--- src/rtl/mem_stream_reader.sv ---
// Read-side DMA sequencer for the 1K x 16 memory: holds each read K cycles, buffers words, streams them out.
// Latency: a word is valid downstream 2 cycles after its read fires; reads stall whenever the FIFO lacks credit.

module mem_stream_fifo #(
  parameter int DEPTH = 4,
  parameter int W     = 16,
  localparam int CW   = $clog2(DEPTH) + 1
) (
  input  logic          clk,
  input  logic          reset_n,
  input  logic          i_push,
  input  logic [W-1:0]  i_push_dat,
  input  logic          i_pop,
  output logic [W-1:0]  o_head_dat,
  output logic [CW-1:0] o_count
);
  localparam int AW = $clog2(DEPTH);

  logic [W-1:0]  r_mem [DEPTH];
  logic [AW-1:0] r_wr;
  logic [AW-1:0] r_rd;
  logic [CW-1:0] r_cnt;

  always_ff @(posedge clk or negedge reset_n) begin
    if (!reset_n) begin
      for (int i = 0; i < DEPTH; i++) r_mem[i] <= '0;
      r_wr  <= '0;
      r_rd  <= '0;
      r_cnt <= '0;
    end else begin
      if (i_push) begin
        r_mem[r_wr] <= i_push_dat;
        r_wr        <= r_wr + AW'(1);
      end
      if (i_pop) r_rd <= r_rd + AW'(1);
      r_cnt <= r_cnt + CW'(i_push) - CW'(i_pop);
    end
  end

  assign o_head_dat = r_mem[r_rd];
  assign o_count    = r_cnt;
endmodule

module mem_stream_reader #(
  parameter int FIFO_DEPTH = 4,
  parameter int ADDR_W     = 10,
  parameter int DATA_W     = 16
) (
  input  logic              clk,
  input  logic              reset_n,
  input  logic              start,
  input  logic [ADDR_W-1:0] base_addr,
  input  logic [10:0]       length,
  input  logic              multi_cycle_mode,
  input  logic [1:0]        cycle_count,
  output logic              busy,
  output logic              done,
  output logic              mem_rd_en,
  output logic [ADDR_W-1:0] mem_addr,
  output logic              mem_use_external_addr,
  output logic              mem_multi_cycle_mode,
  output logic [1:0]        mem_cycle_count,
  input  logic [DATA_W-1:0] mem_data,
  output logic              m_valid,
  output logic [DATA_W-1:0] m_data,
  output logic              m_last,
  input  logic              m_ready
);
  localparam int CW = $clog2(FIFO_DEPTH) + 1;
  localparam logic [CW:0] DEPTH_L = (CW+1)'(FIFO_DEPTH);

  typedef enum logic [1:0] {S_IDLE, S_RUN, S_DRAIN} state_t;

  state_t            r_state;
  state_t            w_next;
  logic [ADDR_W-1:0] r_base;
  logic [ADDR_W-1:0] r_last_addr;
  logic [10:0]       r_len;
  logic [10:0]       r_issued;
  logic [10:0]       r_accepted;
  logic              r_mode;
  logic [1:0]        r_cc;
  logic              r_holding;
  logic [1:0]        r_hold_cnt;
  logic              r_cap_pend;

  logic              w_accept;
  logic              w_begin;
  logic              w_active;
  logic              w_fire;
  logic              w_last_fire;
  logic              w_pop;
  logic [1:0]        w_k_m1;
  logic [1:0]        w_hold_idx;
  logic [ADDR_W-1:0] w_cur_addr;
  logic [CW-1:0]     w_fifo_cnt;
  logic [CW:0]       w_occ;

  assign w_accept   = (r_state == S_IDLE) && start && (length != 11'd0);
  assign w_k_m1     = r_mode ? r_cc : 2'd0;
  assign w_hold_idx = r_holding ? r_hold_cnt : 2'd0;
  // Credit counts buffered words plus the word still in the capture stage.
  assign w_occ      = {1'b0, w_fifo_cnt} + {{CW{1'b0}}, r_cap_pend};
  assign w_begin    = (r_state == S_RUN) && !r_holding && (r_issued < r_len) && (w_occ < DEPTH_L);
  assign w_active   = r_holding || w_begin;
  assign w_fire     = w_active && (w_hold_idx == w_k_m1);
  assign w_last_fire = w_fire && (r_issued == r_len - 11'd1);
  assign w_cur_addr = r_base + ADDR_W'(r_issued);
  assign w_pop      = m_valid && m_ready;

  always_ff @(posedge clk or negedge reset_n) begin
    if (!reset_n) r_state <= S_IDLE;
    else          r_state <= w_next;
  end

  always_comb begin
    w_next = r_state;
    case (r_state)
      S_IDLE:  if (w_accept) w_next = S_RUN;
      S_RUN:   if (w_last_fire) w_next = S_DRAIN;
      S_DRAIN: if (done) w_next = S_IDLE;
      default: w_next = S_IDLE;
    endcase
  end

  always_comb begin
    busy = (r_state != S_IDLE);
    done = (r_state == S_DRAIN) && w_pop && m_last;
  end

  always_ff @(posedge clk or negedge reset_n) begin
    if (!reset_n) begin
      r_base      <= '0;
      r_last_addr <= '0;
      r_len       <= '0;
      r_issued    <= '0;
      r_accepted  <= '0;
      r_mode      <= 1'b0;
      r_cc        <= '0;
      r_holding   <= 1'b0;
      r_hold_cnt  <= '0;
      r_cap_pend  <= 1'b0;
    end else begin
      r_cap_pend <= w_fire;
      if (w_accept) begin
        r_base     <= base_addr;
        r_len      <= length;
        r_mode     <= multi_cycle_mode;
        r_cc       <= cycle_count;
        r_issued   <= '0;
        r_accepted <= '0;
      end else begin
        if (w_fire) r_issued <= r_issued + 11'd1;
        if (w_pop)  r_accepted <= r_accepted + 11'd1;
      end
      if (w_active) r_last_addr <= w_cur_addr;
      if (w_fire) begin
        r_holding  <= 1'b0;
        r_hold_cnt <= '0;
      end else if (w_active) begin
        r_holding  <= 1'b1;
        r_hold_cnt <= w_hold_idx + 2'd1;
      end
    end
  end

  mem_stream_fifo #(.DEPTH(FIFO_DEPTH), .W(DATA_W)) u_fifo (
    .clk        (clk),
    .reset_n    (reset_n),
    .i_push     (r_cap_pend),
    .i_push_dat (mem_data),
    .i_pop      (w_pop),
    .o_head_dat (m_data),
    .o_count    (w_fifo_cnt)
  );

  assign mem_rd_en             = w_active;
  assign mem_addr              = w_active ? w_cur_addr : r_last_addr;
  assign mem_use_external_addr = 1'b1;
  assign mem_multi_cycle_mode  = r_mode;
  assign mem_cycle_count       = r_cc;
  assign m_valid               = (w_fifo_cnt != '0);
  assign m_last                = m_valid && (r_accepted == r_len - 11'd1);
endmodule

--- config.mk ---
export PLATFORM = sky130hd
export DESIGN_NAME = mem_stream_reader
export DESIGN_NICKNAME = d
export VERILOG_FILES = /design/src/rtl/mem_stream_reader.sv
export SDC_FILE = /design/constraint.sdc
export NUM_CORES = 1
export LEC_CHECK = 0
export CAP_MARGIN = 20
export CORE_MARGIN = 3
export CORE_UTILIZATION = 59
export CTS_BUF_LIST = sky130_fd_sc_hd__clkbuf_8
export DETAILED_ROUTE_END_ITERATION = 16
export PLACE_DENSITY = 0.9
export SLEW_MARGIN = 20
export SYNTH_ARGS = -nofsm -noshare
export SYNTH_HDL_FRONTEND = slang
export SYNTH_SLANG_ARGS = --single-unit
export TNS_END_PERCENT = 5
--- constraint.sdc ---
create_clock -name clk -period 4.4 [get_ports clk]
set_clock_uncertainty 0.1 [all_clocks]
set_input_delay 1.32 -clock clk [delete_from_list [all_inputs] [get_ports clk]]
set_output_delay 1.32 -clock clk [all_outputs]
set_load 0.02 [all_outputs]
==> summary.md <==
| Metric | Value |
|---|---|
| Outcome | finished, final reports clean |
| Setup violations, final | 0 |
| Detailed-route via count | approximately 5.2k |
| Synth-to-layout area growth | 21.70% |
| Synth Flop Type | dfrtp_1 |
| CP cell instances | buf_4, ha_1, inv_1, o21a_1, o21ai_0, a31o_2, a21oi_1, xnor2_1, mux2_2, dlygate4sd2_1 |
| Largest family of logic cells by synthesized area | multiplexers |
| CP max FO | 6 |
| Reg2reg end | r_issued[9] |
| # nets final | between 700 and 800 |
| H-tree lvl count | 4 |
| Vias in the first global route | around 5.4k |
| Final instance area | about 8600 µm² |
| Residual DRC count | 0 |
| Final worst slack | between 15 and 20 ps |
| Critical-path top delay cell | dfrtp_1 |
| FF-to-FF setup slack | between 1000 and 1500 ps |
| Pwr Total | between 7 and 8 mW |
| Warnings from Yosys | 0 |
| EDFF count, synth | 0 |
| Largest net degree at the start of global routing | between 60 and 70 |
| Chip height | 115.5 µm |
| Slew Viols, Final | 0 |
| Tmin final | about 4400 ps |
| Worst IR drop on VDD | 0.0006359 V |
| Top delay family on crit path | compound AO/OA/AOI/OAI gates |
| Row count | 39 |
| Pwr/cell area | 854.3 nW/µm² |
| CTS tree | yes |
| Reg2Reg Launch Point | r_len[10] |
| Worst Max-Slew Pin Slew | 850.3 ps |
| Final hold vios | 0 |
| Unique masters post-synth | between 60 and 70 |
| FFs w/ async S/R, synth | 1.000 |
| Min Hold Slack | 393.7 ps |
| Antenna Cells | 0 |
| IO Port Bufs | a little under 80 |
| Initial DRC count | approximately 380 |
| First-pass GRT wire length | about 26,000 µm |
| Crit-path max cell delay | 380 ps |
| Number of routed nets with antenna violations | 0 |
| Share of cells above drive strength 1 | 0.2555 |
| Dpl hpwl | ~11,000 µm |
| Synth Area in XOR/XNOR | 0.07008 |
| Wirelength per Cell | ~19 µm |
| Post-synthesis mux area share | 0.1810 |
| Die area | ~13,000 µm² |
| Max_cap viols | 0 |
| Critical Path Stages | 10 |
| CTS Buf Count | 17 |
| Inst Count DP | between 800 and 900 |
| Synthesized instance count | 606 |
| Root Driver | clkbuf_8 |
| Seq/Total Area, Yosys | 0.4707 |
| CP Launch Point | r_issued[2] |
| Clk buf depth | 2 |
| Initial core utilization | 0.6114 |
| Final period util | 0.9956 |
| Initial antenna violation count | 0 |
| Area share of fa/ha/maj cells after synthesis | 0.06017 |
| P_leak | roughly 3.7 nW |
| Critical Path End Type | output pin |
| HP Class | reg2reg |
| Synthesized flop and latch total | 133 |
| Worst Path Required | 2980 ps |
| Relative slew slack | 0.4318 |
| Core area | ~12,000 µm² |
| Placed Area | just over 8000 µm² |
| Placer congestion estimate | approximately 0.96 |
| Synth Area in Simple Gates | 0.1152 |
| Worst-Skew Late Latency | 450 ps |
| Vias per cell | 5.969 |
| Drt pass-1 iters | 5 |
| CTS Sinks | around 130 |
| Unrepaired setup endpoints after global routing | yes |
| WP data arrival | around 3000 ps |
| Setup crit end | mem_addr[9] |
| Clk slew on worst S/H paths | approximately 80 ps |
| Mapped cell area | 7071 µm² |
| Fin cells | a little under 900 |
| Avg Inst Size Synth | about 12 µm² |
| Reg2reg path depth | 12 |
| Critical path class | reg2out |
| Total grt overflow | 0 |
| Fmax | between 0.2 and 0.25 GHz |
| Syn_nets | roughly 680 |
| Overall Global Routing Usage | 0.2579 |
| Crit path buf inv count | 3 |
| Die Wd | ~120 µm |
| Startpoint Class | flop |
| Post-Place Worst Slack | about 33 ps |
| Synth Area in Compound Gates | 0.06760 |
| Final wirelength | roughly 16,000 µm |
| IO Pins | between 70 and 80 |
==> area by class of cell <==
class                      count  area [µm²]
sequential                   133        3329
timing repair buffer         115        1039
fill                         771        2960
inverter                      30       112.6
multi-input combinational    416        3547
clock buffer                  19       261.5
clock inverter                11       136.4
tap                          143       178.9
==> routing by layer <==
metal,share of wire,GRT usage
met1,0.41,0.3153
met2,0.51,0.4549
met3,0.055,0.04961
met4,0.026,0.09703
met5,0,0
==> cell families (layout without fill, tap and decap cells) <==
kind of cell / Yosys count / after routing
compound gates: 77 / 77
xor+xnor: 55 / 55
fa+ha+maj: 33 / 33
buf+inv: 57 / 175
flops: 133 / 133
mux: 98 / 98
other cells: 1 / 1
simple gates: 152 / 152
==> synth_stat cells, types with 2 or more instances <==
cell type  number  area, µm²
nor3_1          9      45.04
and3_1          6      37.54
nor2_1         28      105.1
buf_1           4      15.01
nand3b_1        3      22.52
nand2_1        49      183.9
nand3_1         7      35.03
inv_1          30      112.6
a21oi_1        15      75.07
nor2b_1         8      50.05
buf_2           4      20.02
nor3_2          2      20.02
a31oi_1         5      31.28
nor4b_1         2      17.52
xor2_1         22      192.7
or3_1           5      31.28
dfrtp_1       133       3328
o31ai_1         5      37.54
mux4_2         16      360.4
fa_1            2      40.04
o21a_1          3      22.52
clkbuf_1       15      56.30
o211a_1         2      20.02
o21ai_0        32      160.2
mux2_2         79      889.6
nor4b_2         2      30.03
a21o_1          2      15.01
xnor2_1        32      280.3
nor3b_1         3      22.52
buf_6           3      33.78
nand4_1        11      68.82
ha_1           30      375.4
nor4_1          6      37.54
a211oi_1        2      15.01
mux2i_1         3      30.03
==> worst min path at each step <==
stage                     start                to  slack, ps  cells past startpoint
6_report         r_last_addr[7]    r_last_addr[7]        390                      2
5_1_grt        u_fifo.r_mem[24]  u_fifo.r_mem[24]        410                      1
4_1_cts          r_last_addr[7]    r_last_addr[7]        400                      2
3_5_place_dp     r_last_addr[7]    r_last_addr[7]        380                      2
3_3_place_gp     r_last_addr[3]    r_last_addr[3]        370                      2
2_1_floorplan  u_fifo.r_mem[16]  u_fifo.r_mem[16]        370                      1
==> flip-flops by register name, summed over array words and instances (netlist names) <==
name and count:
u_fifo.r_mem 64, r_accepted 11, r_issued 11, r_len 11, r_base 10, r_last_addr 10
u_fifo.o_count 3, mem_cycle_count 2, r_hold_cnt 2, r_state 2, u_fifo.r_rd 2, u_fifo.r_wr 2
mem_multi_cycle_mode 1, r_cap_pend 1, r_holding 1
==> power breakdown <==
part / internal (mW) / total, mW / switching (mW)
Combinational: 2.02 / 4.08 / 2.06
Clock: 0.577 / 1.04 / 0.467
Sequential: 1.81 / 2.22 / 0.416
==> worst min-delay path: stages, from the launching register on <==
cell and delay, ps:
dfrtp_1 330, nand2_1 40, o21ai_0 80
==> timing repair <==
item                                   in CTS  in global routing
pin swaps                                   1                  4
setup endpoints to repair                  13                  9
hold buffers                                0                  0
setup buffers                               1                  1
gates resized for setup                    23                 14
endpoints found under the hold margin       0                  0
==> cell usage in the layout, fill, tap and decap left out, types with 11 or more instances in the layout <==
cell type / netlist / routed
xnor2_1: 32 / 32
xor2_1: 22 / 22
nand2_1: 49 / 49
a21oi_1: 15 / 13
mux2_2: 79 / 79
nor2_1: 28 / 28
buf_4: 1 / 38
mux4_2: 16 / 16
clkdlybuf4s50_1: 0 / 64
ha_1: 30 / 29
inv_1: 30 / 32
o21ai_0: 32 / 30
clkbuf_8: 0 / 19
nand4_1: 11 / 11
dfrtp_1: 133 / 132
==> through the flow <==
step                        util  TNS [ps]
after global placement    0.7079         0
after detailed placement  0.7079         0
after CTS                 0.7440         0
final                     0.7440         0
after global routing      0.7440    -187.2
after floorplan                -         0
Power figures use the tool's default switching activity.
